[src/rtl/pipeline_ctrl_if.sv]
// Memory request/response handshake between the pipeline sequencer (master)
// and the instruction/data memory ports (slave).
interface pipeline_ctrl_if;
   logic inst_read;
   logic inst_resp;
   logic data_read;
   logic data_write;
   logic data_resp;

   modport master (
      output inst_read, data_read, data_write,
      input  inst_resp, data_resp
   );

   modport slave (
      input  inst_read, data_read, data_write,
      output inst_resp, data_resp
   );
endinterface

[src/rtl/pipeline_ctrl.sv]
// Five-stage RV32I pipeline sequencer: stage valid bits, register load enables,
// memory strobes, stall/load-use/redirect handling and saturating perf counters.
module pipeline_ctrl #(
   parameter int REDIRECT_STAGE = 3,
   parameter int REG_IDX_WIDTH  = 5,
   parameter int CNT_WIDTH      = 32
) (
   input  logic                     clk,
   input  logic                     rst,
   pipeline_ctrl_if.master          mem_bus,
   input  logic                     mem_rd,
   input  logic                     mem_wr,
   input  logic                     redirect,
   input  logic [REG_IDX_WIDTH-1:0] id_rs1,
   input  logic [REG_IDX_WIDTH-1:0] id_rs2,
   input  logic                     id_uses_rs1,
   input  logic                     id_uses_rs2,
   input  logic                     ex_is_load,
   input  logic [REG_IDX_WIDTH-1:0] ex_rd,
   output logic                     load_pc,
   output logic                     load_if_id,
   output logic                     load_id_ex,
   output logic                     load_ex_mem,
   output logic                     load_mem_wb,
   output logic                     valid_id,
   output logic                     valid_ex,
   output logic                     valid_mem,
   output logic                     valid_wb,
   output logic                     retire,
   output logic [CNT_WIDTH-1:0]     stall_cnt,
   output logic [CNT_WIDTH-1:0]     bubble_cnt,
   output logic [CNT_WIDTH-1:0]     retire_cnt
);

   if (REDIRECT_STAGE != 2 && REDIRECT_STAGE != 3) begin : g_bad_redirect_stage
      $fatal(1, "pipeline_ctrl: REDIRECT_STAGE must be 2 (EX) or 3 (MEM)");
   end

   typedef enum logic [1:0] {
      ACT_NORMAL,
      ACT_HAZARD,
      ACT_REDIRECT,
      ACT_FREEZE
   } action_t;

   // Stages squashed by a redirect: ID up to and including the redirecting stage.
   localparam logic [4:1] SQUASH_MASK = (REDIRECT_STAGE == 2) ? 4'b0011 : 4'b0111;

   logic [4:1] valid_q;   // [1]=ID [2]=EX [3]=MEM [4]=WB
   logic [4:1] valid_d;
   logic       if_done;
   logic       dm_done;
   logic       dm_need;
   logic       adv;
   logic       hz;
   logic       rd;
   logic [4:0] loads;     // {pc, if_id, id_ex, ex_mem, mem_wb}
   action_t    action;

   assign valid_id  = valid_q[1];
   assign valid_ex  = valid_q[2];
   assign valid_mem = valid_q[3];
   assign valid_wb  = valid_q[4];

   assign {load_pc, load_if_id, load_id_ex, load_ex_mem, load_mem_wb} = loads;

   // NOTE: every variable written here gets a default first, so no path can infer a latch.
   always_comb begin
      dm_need = valid_q[3] & (mem_rd | mem_wr);
      adv     = (mem_bus.inst_resp | if_done)
              & (~dm_need | mem_bus.data_resp | dm_done);
      hz      = valid_q[1] & valid_q[2] & ex_is_load & (ex_rd != '0)
              & ((id_uses_rs1 & (id_rs1 == ex_rd)) | (id_uses_rs2 & (id_rs2 == ex_rd)));
      rd      = redirect & valid_q[REDIRECT_STAGE];

      if (!adv)     action = ACT_FREEZE;
      else if (rd)  action = ACT_REDIRECT;
      else if (hz)  action = ACT_HAZARD;
      else          action = ACT_NORMAL;

      loads   = 5'b00000;
      valid_d = valid_q;
      unique case (action)
         ACT_FREEZE: ;
         ACT_REDIRECT: begin
            loads   = 5'b11111;
            valid_d = {valid_q[3:1], 1'b0} & ~SQUASH_MASK;
         end
         ACT_HAZARD: begin
            // ID holds its instruction; a bubble enters EX.
            loads   = 5'b00111;
            valid_d = {valid_q[3], valid_q[2], 1'b0, valid_q[1]};
         end
         default: begin
            loads   = 5'b11111;
            valid_d = {valid_q[3:1], 1'b1};
         end
      endcase

      retire             = valid_q[4] & adv;
      mem_bus.inst_read  = ~if_done;
      mem_bus.data_read  = valid_q[3] & mem_rd & ~dm_done;
      mem_bus.data_write = valid_q[3] & mem_wr & ~dm_done;

      if (rst) begin
         loads              = 5'b00000;
         retire             = 1'b0;
         mem_bus.inst_read  = 1'b0;
         mem_bus.data_read  = 1'b0;
         mem_bus.data_write = 1'b0;
      end
   end

   // NOTE: sequential state uses non-blocking assignments only; reset is synchronous here.
   always_ff @(posedge clk) begin
      if (rst) begin
         valid_q    <= '0;
         if_done    <= 1'b0;
         dm_done    <= 1'b0;
         stall_cnt  <= '0;
         bubble_cnt <= '0;
         retire_cnt <= '0;
      end else begin
         valid_q <= valid_d;
         if_done <= adv ? 1'b0 : (if_done | mem_bus.inst_resp);
         dm_done <= adv ? 1'b0 : (dm_done | mem_bus.data_resp);
         if (action == ACT_FREEZE && !(&stall_cnt))
            stall_cnt <= stall_cnt + CNT_WIDTH'(1);
         if ((action == ACT_REDIRECT || action == ACT_HAZARD) && !(&bubble_cnt))
            bubble_cnt <= bubble_cnt + CNT_WIDTH'(1);
         if (retire && !(&retire_cnt))
            retire_cnt <= retire_cnt + CNT_WIDTH'(1);
      end
   end

endmodule

[src/flat_wrapper.sv]
// flat-port wrapper written by rule: the top's interface ports become plain ports
module pipeline_ctrl_flat 
#(
   parameter int REDIRECT_STAGE = 3,
   parameter int REG_IDX_WIDTH  = 5,
   parameter int CNT_WIDTH      = 32
)
  (clk, rst, mem_rd, mem_wr, redirect, id_rs1, id_rs2, id_uses_rs1, id_uses_rs2, ex_is_load, ex_rd, load_pc, load_if_id, load_id_ex, load_ex_mem, load_mem_wb, valid_id, valid_ex, valid_mem, valid_wb, retire, stall_cnt, bubble_cnt, retire_cnt, mem_bus_inst_read, mem_bus_data_read, mem_bus_data_write, mem_bus_inst_resp, mem_bus_data_resp);
  pipeline_ctrl_if mem_bus_i ();
  input  logic clk;
  input  logic rst;
  input  logic mem_rd;
  input  logic mem_wr;
  input  logic redirect;
  input  logic [REG_IDX_WIDTH-1:0] id_rs1;
  input  logic [REG_IDX_WIDTH-1:0] id_rs2;
  input  logic id_uses_rs1;
  input  logic id_uses_rs2;
  input  logic ex_is_load;
  input  logic [REG_IDX_WIDTH-1:0] ex_rd;
  output logic load_pc;
  output logic load_if_id;
  output logic load_id_ex;
  output logic load_ex_mem;
  output logic load_mem_wb;
  output logic valid_id;
  output logic valid_ex;
  output logic valid_mem;
  output logic valid_wb;
  output logic retire;
  output logic [CNT_WIDTH-1:0] stall_cnt;
  output logic [CNT_WIDTH-1:0] bubble_cnt;
  output logic [CNT_WIDTH-1:0] retire_cnt;
  output wire logic [$bits(mem_bus_i.inst_read)-1:0] mem_bus_inst_read;
  output wire logic [$bits(mem_bus_i.data_read)-1:0] mem_bus_data_read;
  output wire logic [$bits(mem_bus_i.data_write)-1:0] mem_bus_data_write;
  input wire logic [$bits(mem_bus_i.inst_resp)-1:0] mem_bus_inst_resp;
  input wire logic [$bits(mem_bus_i.data_resp)-1:0] mem_bus_data_resp;
  assign mem_bus_inst_read = mem_bus_i.inst_read;
  assign mem_bus_data_read = mem_bus_i.data_read;
  assign mem_bus_data_write = mem_bus_i.data_write;
  assign mem_bus_i.inst_resp = mem_bus_inst_resp;
  assign mem_bus_i.data_resp = mem_bus_data_resp;
  pipeline_ctrl #(.REDIRECT_STAGE(REDIRECT_STAGE), .REG_IDX_WIDTH(REG_IDX_WIDTH), .CNT_WIDTH(CNT_WIDTH)) u_core (.clk(clk), .rst(rst), .mem_bus(mem_bus_i), .mem_rd(mem_rd), .mem_wr(mem_wr), .redirect(redirect), .id_rs1(id_rs1), .id_rs2(id_rs2), .id_uses_rs1(id_uses_rs1), .id_uses_rs2(id_uses_rs2), .ex_is_load(ex_is_load), .ex_rd(ex_rd), .load_pc(load_pc), .load_if_id(load_if_id), .load_id_ex(load_id_ex), .load_ex_mem(load_ex_mem), .load_mem_wb(load_mem_wb), .valid_id(valid_id), .valid_ex(valid_ex), .valid_mem(valid_mem), .valid_wb(valid_wb), .retire(retire), .stall_cnt(stall_cnt), .bubble_cnt(bubble_cnt), .retire_cnt(retire_cnt));
endmodule
[config.mk]
export PLATFORM = sky130hd
export DESIGN_NAME = pipeline_ctrl_flat
export DESIGN_NICKNAME = d
export VERILOG_FILES = /design/src/rtl/pipeline_ctrl_if.sv /design/src/rtl/pipeline_ctrl.sv /design/src/flat_wrapper.sv
export SDC_FILE = /design/constraint.sdc
export NUM_CORES = 1
export LEC_CHECK = 0
export ABC_AREA = 1
export BUFFER_PORTS_ARGS = -buffer_cell sky130_fd_sc_hd__buf_2
export CAP_MARGIN = 20
export CORE_ASPECT_RATIO = 0.75
export CORE_UTILIZATION = 45
export DETAILED_ROUTE_END_ITERATION = 10
export PLACE_DENSITY = 0.68
export SYNTH_ARGS = -nofsm -noshare
export SYNTH_HDL_FRONTEND = slang
export SYNTH_SLANG_ARGS = --single-unit
[constraint.sdc]
create_clock -name clk -period 5.09 [get_ports clk]
set_input_delay 0.2545 -clock clk [delete_from_list [all_inputs] [get_ports clk]]
set_output_delay 0.2545 -clock clk [all_outputs]
set_load 0.02 [all_outputs]
# Word-level counts from Yosys, hierarchy flattened
# Index checks and enable logic that the tools add are counted.
# totals
ram_bits	0
regBits	102
mem_count	0
inputBits	25
elab_cells	63
rom_bits	0
latchBits	0
output_inout_bits	109
# op_classes
multipliers	0
shifts	0
n_eq_ne	5
magnitude_cmp	0
mux	10
div	0
bitwise_logic	25
n_reduce_logical	13
addsub	3
# ops
operator	n
$add A32 B1 Y32 const B	3
$reduce_and A32 Y1	3
$and A1 B1 Y1	14
$pmux W4 S3	1
$eq A5 B5 Y1	2
$pmux W5 S2	1
$or A1 B1 Y1	6
$mux W1	5
$mux W5	1
$not A1 Y1	5
$reduce_bool A5 Y1	1
$eq A2 B2 Y1 const B	2
$mux W2	2
$logic_and A1 B1 Y1	3
$logic_not A1 Y1	3
$eq A2 B1 Y1 const B	1
$reduce_and A2 Y1	1
$reduce_or A2 Y1	1
$logic_or A1 B1 Y1	1

# Logic depth before layout (Yosys ltp)
# logic_depth
word_depth	10
depth_mapped	15
depth_no_buf	15

# Worst setup path after synthesis
# Ideal clock, no wire load.
# synth_timing
kind	register -> register
from	reg u_core.valid_q[3] (netlist bit)
to	reg u_core.bubble_cnt[31]
stages_incl_launch_ff	12
setup_time_ns	0.071
required_time_ns	5.019
arrival_ns	2.000
setup_slack_ns	3.019
period_less_slack_ns	2.071
path_buffers	1
cell_sequence	dfxtp_1 -> nand2_1 -> nand2_1 -> nand2_1 -> nand2_2 -> inv_1 -> nand2_1 -> ha_1 -> a21oi_2 -> clkbuf_1 -> nand2_1 -> a21oi_1
# synth_via
elab_chain_len	9
elab_cells_between_ends	12
classes_between	eq/ne (2); mux (2); bitwise (6); reduce/logical (2)
# synth_lines
element	line_no	source
start: declaration	pipeline_ctrl.sv:49	logic [4:1] valid_q;
start signal: assignment	pipeline_ctrl.sv:124	valid_q <= valid_d;
$and A1 B1 Y1	pipeline_ctrl.sv:69	dm_need = valid_q[3] & (mem_rd | mem_wr);
$not A1 Y1	pipeline_ctrl.sv:71	& (~dm_need | mem_bus.data_resp | dm_done);
$or A1 B1 Y1 (2 in a row)	pipeline_ctrl.sv:71	
$and A1 B1 Y1	pipeline_ctrl.sv:71	
$mux W2 *	pipeline_ctrl.sv:76	if (!adv) action = ACT_FREEZE;
$eq A2 B2 Y1 or $eq A2 B1 Y1 (tied branches)	pipeline_ctrl.sv:129	if ((action == ACT_REDIRECT || action == ACT_HAZARD) && !(&bubble_cnt))
$logic_or A1 B1 Y1 *	pipeline_ctrl.sv:129	
$logic_and A1 B1 Y1 *	pipeline_ctrl.sv:129	
end signal: assignment	pipeline_ctrl.sv:130	bubble_cnt <= bubble_cnt + CNT_WIDTH'(1);
end: declaration	pipeline_ctrl.sv:31	output logic [CNT_WIDTH-1:0] bubble_cnt,
# Every way passes the cells marked *; elsewhere a longest branch is shown, timed or not.
# A chain may end at the register's enable or synchronous reset.

# Worst setup path after layout
# layout_timing
from	reg u_core.valid_q[3] (netlist bit)
to	reg u_core.bubble_cnt[24]
# Same word-level chain as after synthesis.

==> results.md <==
- Drt total wl: 17.8 mm
- CP dominant cell by count: nand2_1
- Pwr dens: 222 nW/um2
- Crit path arrival time: 2750 ps
- Reg2Reg Depth: 12
- RSZ-0062 raised after global routing: no
- Max Slew Vio Count: 0
- Routability cong.: 0.977
- Crit path max-delay cell type: dfxtp_1
- DP Cell Count: 1,371
- DIE AREA: 14,900 um2
- Die width: 141 um
- Total Power: 1.67 mW
- #FFs+latches synth: 102
- Crit path time final: 2450 ps
- TNS Setup: 0 ps
- Area of the multi-input gates: 4000 um2
- Top cell type by total area after synthesis: dfxtp_1
- Htree depth: 3
- Post-DP Area: 7190 um2
- Fraction of layout cells with a size suffix above 1: 0.151
- Initial antenna violation count: 0
- Synthesized cell area: 6480 um2
- Hold slack: 136 ps
- Post-synth top area share: 0.315
- ANT nets after route: 0
- Max stage delay on crit path: 470 ps
- Pre-CTS setup slack: 2390 ps
- Fin area: 7520 um2
- # hold bufs at CTS: 0
- Synth Warn #: 0
- Post-CTS sizing: 0
- Reg clk slew, reported paths: 70 ps
- Final setup margin: 2640 ps
- Worst-Skew Late Latency: 360 ps
- Hold depth: 3
- Vias in the first global route: 5,643
- Post-synthesis cell count: 1,091
- # Post-CTS Setup Buffers: 0
- CTS tree: done
- Net count after synthesis: 1,120
- Final cell count without fillers: 1,388
- Synth top area cells: dfxtp_1 31%, nand2_1 27%, nor2_1 12%, a21oi_1 5.0%, inv_1 3.8%
- Clock Tree Buf Depth: 2
- Area grow syn2layout: 15.9%
- Iter 0 DRT Violations: 462
- Num ports: 134
- Synth unique cells: 33
- Core area: 13,900 um2
- First-pass GRT wire length: 28.6 mm
- CP Class: flip-flop to flip-flop
- Routed wire per std cell: 12.8 um
- Die height: 106 um
- CTS Buf Count: 9
- Min-Delay Startpoint: mem_bus_data_resp
- CTS sink count: 102
- Starting Density: 0.467
- Worst-margin pin slew: 902 ps
- Pleak: 3.10 nW
- Levels on crit path: 12
- CP max FO: 33
- Number of filler cells placed in the layout: 1,450
- CP required: 5390 ps
- Final setup vio count: 0
- Cell row count: 37
- Avg Inst Size Synth: 5.94 um2
- Worst Hold End: u_core.dm_done$_SDFF_PP0_
- Sequential element share of the synthesized area: 0.315
- Final period util: 0.482
- Slew margin rel.: 0.399
- Iteration count of the initial detailed-routing pass: 5
- Hold WC Path Type: input pin to flip-flop
- PortBufs: 133
- Peak Freq: 408 MHz
- Tot GR Track Use: 0.242
- Ant. Diodes: 0
- Root Buffer: clkbuf_16
- GR Overflow Total: 0
- Status: complete, no violations
- RR Startpoint: u_core.valid_q[3]$_SDFFE_PP0N_
- Crit path launch type: flip-flop
- Vias: 6,841
- Max cap viols: 0
- Vias per cell: 4.93
- Largest net degree at the start of global routing: 79
- Reg-to-reg endpoint: u_core.bubble_cnt[24]$_SDFFE_PP0P_
- Nets: 1,237
- Worst R2R Setup Slack: 2640 ps
- Worst path buffer plus inverter count: 2
- Clock skew: 7.12 ps
- Worst path cell trace: nand2_1 -> nand2_1 -> nand2_1 -> nand2_2 -> inv_1 -> nand2_1 -> ha_1 -> inv_1 -> nand2_2 -> o21ai_0 -> nand2_1 -> nor2_1
- Maximum vdd drop: 0.000172 V
- Final design utilization: 0.541
- Remaining routing DRC violations: 0
- DPL Wire Length: 13.1 mm
- Critical Path End Type: flip-flop
- Kind of cell adding the most delay to the critical path: simple AND/OR/NAND/NOR gates
- Register Area: 2040 um2
- Fin. Hold Viols: 0
per-layer routing:
metal  vias up  track usage  wire length (um)
met5         -            0                 0
li1       3634            -                 -
met2       216        0.351              7210
met4         0       0.0497               127
met3        10       0.0617              1280
met1      2981        0.358              9160
synthesized netlist by cell type (all sizes together):
cell type,instances
ha,4
or2,1
nand3b,26
nand4,5
o21bai,3
xor2,24
inv,68
xnor2,13
dfxtp,102
a21oi,72
a32o,1
buf,18
nor3,13
nand2,469
and3,1
nor2,214
o22ai,2
nand3,28
clkbuf,12
o21ai,15
placed cells by master (no fill, tap or decap), types with 2 or more instances in the layout:
master,instances
nand3b_1,26
nand3_1,27
xor2_1,24
nand2_1,460
inv_2,2
nor3_1,12
buf_2,133
nand2_4,3
nand4_1,5
clkbuf_16,9
a21oi_1,65
buf_4,2
nor2_4,3
clkinvlp_4,3
nor2_2,6
inv_1,66
ha_1,4
a21oi_2,7
dfxtp_1,102
o21bai_1,3
o22ai_1,2
nand2_2,6
o21ai_0,14
nor2_1,204
xnor2_1,13
layout make-up:
type                       count  share of cell area
tap                          175              0.0291
sequential                   102               0.272
clock buffer                  10              0.0318
timing repair buffer         136              0.0925
clock inverter                 6             0.00932
multi-input combinational    891               0.532
inverter                      68              0.0340
power breakdown:
part           switching, mW  leakage, nW  internal [mW]
clock                  0.332        0.141          0.398
combinational         0.0914         2.14         0.0352
sequential           0.00837        0.823          0.804
cell families (layout without fill, tap and decap cells):
family,count (synthesis),in the layout,share of synthesized area
and+or+nand+nor,757,757,0.481
DFF,102,102,0.315
buffers and inverters,98,220,0.0687
AOI/OAI and AO/OA,93,93,0.0782
xor gates and xnor gates,37,37,0.0500
adders and majority gates,4,4,0.00772
worst min-delay path: cells and delay by family:
| family | cells | cell delay [ps] |
|---|---|---|
| buf+inv | 1 | 80 |
| simple gates | 2 | 120 |
flip-flops by register name, indices dropped and copies added (netlist names):
name               count
u_core.if_done         1
u_core.dm_done         1
u_core.stall_cnt      32
u_core.retire_cnt     32
u_core.bubble_cnt     32
u_core.valid_q         4
worst max path at each step:
| stage | from | endpoint | slack (ps) |
|---|---|---|---|
| final | u_core.valid_q[3]$_SDFFE_PP0N_ | u_core.bubble_cnt[24]$_SDFFE_PP0P_ | 2640 |
| after global routing | u_core.valid_q[3]$_SDFFE_PP0N_ | u_core.bubble_cnt[24]$_SDFFE_PP0P_ | 2310 |
| after CTS | u_core.valid_q[3]$_SDFFE_PP0N_ | u_core.bubble_cnt[17]$_SDFFE_PP0P_ | 2370 |
| after detailed placement | u_core.valid_q[3]$_SDFFE_PP0N_ | u_core.bubble_cnt[17]$_SDFFE_PP0P_ | 2390 |
| after global placement | mem_bus_inst_resp | u_core.bubble_cnt[19]$_SDFFE_PP0P_ | 2480 |
| after floorplan | u_core.valid_q[3]$_SDFFE_PP0N_ | u_core.bubble_cnt[31]$_SDFFE_PP0P_ | 3020 |
Power figures use the tool's default switching activity.
